### src/rtl/hc_enc_pipe.sv
// Hamming encoder (check bits at power-of-two positions) feeding a 2-entry output FIFO; macro HC_ENC_ERR_INJ_EN adds one-bit error injection.
// Latency: accepted word is visible after one edge. Backpressure: o_ready = buffer not full, from registered state only.
module hc_enc_pipe #(
  parameter int DATA_WD = 4,
  parameter int CHK_WD  = 3,
  parameter int CNT_WD  = 16
) (
  input  logic                       i_clk,
  input  logic                       i_rst_n,
  input  logic                       i_valid,
  output logic                       o_ready,
  input  logic [DATA_WD-1:0]         i_data,
  output logic                       o_valid,
  input  logic                       i_ready,
  output logic [DATA_WD+CHK_WD-1:0]  o_enc_data,
  output logic [CNT_WD-1:0]          o_acc_cnt
`ifdef HC_ENC_ERR_INJ_EN
  ,
  input  logic                       i_inj_en,
  input  logic [CHK_WD-1:0]          i_inj_pos
`endif
);

  localparam int N = DATA_WD + CHK_WD;

  logic [N-1:0]      code;
  logic [N-1:0]      inj_mask;
  logic [N-1:0]      mem [2];
  logic              wr_ptr;
  logic              rd_ptr;
  logic [1:0]        count;
  logic [CNT_WD-1:0] acc_cnt;
  logic              push;
  logic              pop;

  // Data fills non-power-of-two positions first; parity slots are still zero when summed.
  always_comb begin
    int  di;
    logic par;
    code = '0;
    di   = 0;
    par  = 1'b0;
    for (int j = 1; j <= N; j++) begin
      if ((j & (j - 1)) != 0) begin
        code[j-1] = i_data[di];
        di++;
      end
    end
    for (int i = 0; i < CHK_WD; i++) begin
      par = 1'b0;
      for (int j = 1; j <= N; j++) begin
        if (((j >> i) & 1) == 1) par = par ^ code[j-1];
      end
      code[(1 << i) - 1] = par;
    end
  end

`ifdef HC_ENC_ERR_INJ_EN
  // Positions outside 1..N never match, so they leave the word clean.
  always_comb begin
    inj_mask = '0;
    for (int j = 1; j <= N; j++) begin
      if (i_inj_en && (int'(i_inj_pos) == j)) inj_mask[j-1] = 1'b1;
    end
  end
`else
  assign inj_mask = '0;
`endif

  assign o_ready    = (count != 2'd2);
  assign o_valid    = (count != 2'd0);
  assign o_enc_data = mem[rd_ptr];
  assign o_acc_cnt  = acc_cnt;
  assign push       = i_valid && o_ready;
  assign pop        = o_valid && i_ready;

  always_ff @(posedge i_clk or negedge i_rst_n) begin
    if (!i_rst_n) begin
      mem[0]  <= '0;
      mem[1]  <= '0;
      wr_ptr  <= 1'b0;
      rd_ptr  <= 1'b0;
      count   <= 2'd0;
      acc_cnt <= '0;
    end else begin
      if (push) begin
        mem[wr_ptr] <= code ^ inj_mask;
        wr_ptr      <= ~wr_ptr;
        acc_cnt     <= acc_cnt + 1'b1;
      end
      if (pop) rd_ptr <= ~rd_ptr;
      case ({push, pop})
        2'b10:   count <= count + 2'd1;
        2'b01:   count <= count - 2'd1;
        default: count <= count;
      endcase
    end
  end

endmodule

### config.mk
export PLATFORM = sky130hd
export DESIGN_NAME = hc_enc_pipe
export DESIGN_NICKNAME = d
export VERILOG_FILES = /design/src/rtl/hc_enc_pipe.sv
export SDC_FILE = /design/constraint.sdc
export NUM_CORES = 1
export LEC_CHECK = 0
export ABC_CLOCK_PERIOD_IN_PS = 3000
export CORE_ASPECT_RATIO = 1.75
export CORE_UTILIZATION = 54
export DETAILED_ROUTE_END_ITERATION = 10
export PLACE_DENSITY = 0.8
export SLEW_MARGIN = 20
export SYNTH_ARGS = -nofsm -noshare
export SYNTH_HDL_FRONTEND = slang
export SYNTH_SLANG_ARGS = --single-unit
export TNS_END_PERCENT = 50
### constraint.sdc
create_clock -name i_clk -period 3 [get_ports i_clk]
set_clock_uncertainty 0.1 [all_clocks]
set_input_delay 0.3 -clock i_clk [delete_from_list [all_inputs] [get_ports i_clk]]
set_output_delay 0.3 -clock i_clk [all_outputs]
set_load 0.1 [all_outputs]
==> Yosys cells after proc, flatten, opt, wreduce, memory -nomap -nowiden <==
Cells that the tools add are included.
{ "op_classes": {"addsub": 3, "n_lt_le_gt_ge": 3, "eq_ne": 3, "muxes": 7, "bitwise": 10, "n_reduce_logical": 5} }
{ "op_table": {"columns": ["op", "n"], "rows": [
  ["7-bit 2-to-1 mux", 4],
  ["16-bit by 1-bit adder with 16-bit output (second input constant)", 1],
  ["14-bit bitwise mux", 1],
  ["7-bit demux with 1-bit select", 1],
  ["1-bit XOR", 6],
  ["2-bit >= comparator (second input constant)", 2],
  ["1-bit NOT with 2-bit output", 2],
  ["2-bit case mux with 2 select lines", 1],
  ["2-bit nonzero test", 2],
  ["1-bit logical AND", 3],
  ["2-bit by 1-bit adder with 2-bit output (second input constant)", 1],
  ["2-bit by 1-bit equality test with 1-bit output (second input constant)", 1],
  ["2-bit equality test (second input constant)", 1],
  ["2-bit by 1-bit < comparator with 1-bit output (second input constant)", 1],
  ["2-bit inequality test (second input constant)", 1],
  ["1-bit NOT", 2],
  ["2-bit by 1-bit subtractor with 2-bit output (second input constant)", 1]
]} }
{ "word_totals": {"regBits": 34, "elab_cells": 37} }

==> Logic depth before layout (Yosys ltp) <==
{ "depth": {"ltp_word": 6, "depth_mapped": 8, "mapped_depth_nobuf": 7} }

==> Worst setup path before layout <==
No wires, ideal clock.
{ "synth_timing": {"path_type": "register to register", "from": "register acc_cnt[0] (netlist: o_acc_cnt[0])", "to": "register acc_cnt[14] (netlist: o_acc_cnt[14])", "arrival_time_ps": 1950, "path_slack_ps": 788, "stages_incl_launch_ff": 6, "n_path_buf": 0, "period_less_slack_ps": 2212, "path_cell_list": "dfrtp_1 ha_1 and3_1 nand3_1 nor4_1 xor2_1"} }
{ "synth_between": {"elab_chain_len": 1} }
{ "synth_rtl": {"columns": ["element", "line", "text"], "rows": [
  ["from (decl)", "32", "logic [CNT_WD-1:0] acc_cnt;"],
  ["from (signal assigned)", "89", "acc_cnt <= acc_cnt + 1'b1;"],
  ["16-bit by 1-bit adder with 16-bit output", "89", null]
]} }
Every way passes these cells.
A chain may end at the register's enable or synchronous reset.

==> Final worst setup path <==
{ "layout_timing": {"from": "register rd_ptr", "to": "output port o_enc_data[2]"} }
{ "layout_between": {"elab_chain_len": 4} }
{ "layout_rtl": {"columns": ["element", "line", "text"], "rows": [
  ["from (decl)", "30", "logic rd_ptr;"],
  ["from (signal assigned)", "91", "if (pop) rd_ptr <= ~rd_ptr;"],
  ["1-bit NOT with 2-bit output (implied by the code)", "72", "assign o_enc_data = mem[rd_ptr];"],
  ["7-bit 2-to-1 mux (implied by the code) (3 in series)", "72", null],
  ["to (decl)", "15", "output logic [DATA_WD+CHK_WD-1:0] o_enc_data,"]
]} }
Every way passes these cells. The select of a mux whose other input is x is not followed.

==> reports/qor.csv <==
stage,metric,value,unit
synth,synthTopCellsByCount,"dfrtp_1 (34), xnor2_1 (16), mux2_2 (14)",
synth,synth_cell_type_count,25,
timing,worst_slew_pin_slew,0.436,ns
setup_path,critPathMaxFanout,8,
grt,grt_pass1_vias,1149,
setup_path,required,2.60,ns
floorplanning,ios,33,
route,drt_first_pass_iters,4,
grt,top_usage_layer,met2,
setup_path,start_kind,register,
timing,max_freq,537,MHz
synth,ys_warn_count,0,
floorplanning,start_util,58.5,%
synth,synthSimpleGateAreaFrac,14.0,%
synth,synth.avg_cell_area,13.3,µm²
synth,ys_seq_area_share,52.8,%
route,first_iter_violations,19,
floorplanning,rows,25,
synth,synth_edf_count,0,
synth,synth.area.top_cells,"dfrtp_1 (53%), mux2_2 (9.8%), xnor2_1 (8.7%)",
route,drc,0,
synth,syn_inst,121,
setup_path,worstPathArrival,1.46,ns
timing,post-route-min-period,1.86,ns
route,routedWlPerCell,16.6,µm
timing,finalCritPeriodShare,62.0,%
floorplanning,die_h,74.2,µm
clocking,cts_hold_buf,0,
placement,hpwl,2340,µm
clocking,path_clk_slew,0.07,ns
min_path,hp-class,primary input to asynchronous set/reset pin,
synth,synth_seq_cells,34,
grt,antenna_found_initial,0,
clocking,cts_post_setup_buffers_inserted,0,
setup_path,crit_chain,"mux2_2, buf_4",
placement,gp_congestion,0.831,
setup_path,critical-path-top-delay-family,flip-flops,
timing,slew_viol_final,0,
layout,drive_gt1_share,38.1,%
setup_path,cpMaxStageDelayCell,dfrtp_1,
grt,use_met3,5.34,%
route,dr_total_vias,1046,
layout,fin_cells,187,
run_status,status,"finished, final reports clean",
route,via_per_inst,5.59,
floorplanning,die_w,43.3,µm
layout,synthToLayoutAreaGrowth,23.3,%
clocking,worstSkewPairLatency,0.28,ns
synth,synth_fa_ha_area_share,1.55,%
floorplanning,fp.dieArea,0.00321,mm²
placement,io_buffer_count,32,
grt,met2_usage,44.6,%
clocking,cts-resized-gates,0,
synth,synth.mux.area_fraction,16.3,%
synth,yosysMostFrequentCell,dfrtp_1,
synth,synth_top_family_by_area,multiplexers,
timing,hold_viol_final,0,
timing,setup_viol_count_final,0,
grt,grt_first_pass_wirelength,5310,µm
synth,synthArstFlopShare,100,%
setup_path,crit_path_max_incr_delay,0.56,ns
clocking,cts_buffer_depth,2,
setup_path,endpoint_kind,output port,
grt,overflow,0,
clocking,clkSinkCount,34,
route,postRouteAntennaNets,0,
setup_path,worst-setup-path-type,register to output port,
clocking,cts-root-buf,clkbuf_8,
route,drt-total-wl,3110,µm
timing,slew_headroom,70.9,%
grt,grtUsageTotal,22.9,%
layout,num_antenna_cells,0,
synth,synth_area_leader_cell,dfrtp_1,
synth,synth_top_area_share,52.8,%
synth,synth_ff_type,dfrtp_1,
synth,synth_xor_area_share,13.6,%
timing,fin_tns_setup,0,ns
floorplanning,core,0.00275,mm²
placement,dp_cells,179,
timing,grt_setup_unrepaired,no,
synth,syn_area,0.00161,mm²
synth,synth-compound-area-share,0,%
grt,met1_usage,21.9,%
clocking,cts_buffers,5,
flow_run,cap_violations,0,
layout,finalNetCount,169,
grt,grt_start_max_net_pins,35,
clocking,cts_tree,built,
synth,syn-num-nets,131,
clocking,cts_max_level,2,
setup_path,path_buf_inv,1,
==> layout by cell type (no fill, tap or decap), drive strengths merged <==
master / n
nand2: 8
buf: 26
inv: 2
clkbuf: 7
or2: 1
and4: 2
clkdlybuf4s50: 7
clkinv: 1
nand4: 6
ha: 2
nor3: 3
nor4: 1
nand2b: 1
dfrtp: 34
and3: 2
and2: 3
xnor2: 16
xor2: 9
mux2: 21
nor2: 4
nand3: 4
==> sequential cells by signal (all words and copies together) (netlist names) <==
register	flops
wr_ptr	1
o_acc_cnt	16
rd_ptr	1
count	2
mem	14
==> routing by layer <==
layer  wire length [µm]  part of all wire [%]  vias up
li1                   -                     -      492
met1               1060                    34      517
met2               1860                    60       31
met3                120                   3.9        6
met4                 60                   1.9        0
met5                  0                     0        -
==> per-stage QoR <==
step	worst slack, ns	cell area (µm²)	hold WS, ns	util, %
final	1.14	1990	0.330	72.1
after detailed placement	1.10	1890	0.359	68.8
after CTS	1.12	1990	0.344	72.1
after global routing	1.08	1990	0.363	72.1
after global placement	1.13	1890	0.358	68.8
after floorplan	0.788	1610	-0.0956	-
==> cell families (layout without fill, tap and decap cells) <==
family	after synthesis	in the layout
and+or+nand+nor	35	35
DFF	34	34
xor gates and xnor gates	25	25
muxes	21	21
buffers and inverters	4	43
adders and majority gates	2	2
==> layout make-up <==
cell class / count / area (µm²)
clock inverter: 1 / 5.00
inverter: 2 / 12.5
clock buffer: 7 / 86.3
sequential: 34 / 851
multi-input combinational: 83 / 732
timing repair buffer: 33 / 265
tap: 27 / 33.8
fill: 215 / 767
==> path summary, 6_finish.rpt <==
check	start	endpoint	slack (ns)	cells after the start
setup / recovery	rd_ptr	o_enc_data[2]	1.14	2
hold / removal	i_rst_n	mem[11]	0.33	2
setup reg to reg	count[0]	count[1]	1.26	6
hold reg to reg	o_acc_cnt[15]	o_acc_cnt[15]	0.37	1
max in group asynchronous	i_rst_n	o_acc_cnt[0]	2.16	2
min in group i_clk	o_acc_cnt[15]	o_acc_cnt[15]	0.37	1
Power is left out: the tool's default activity adds up to more than one toggle a clock period on the data nets, which glitch-free logic cannot reach.
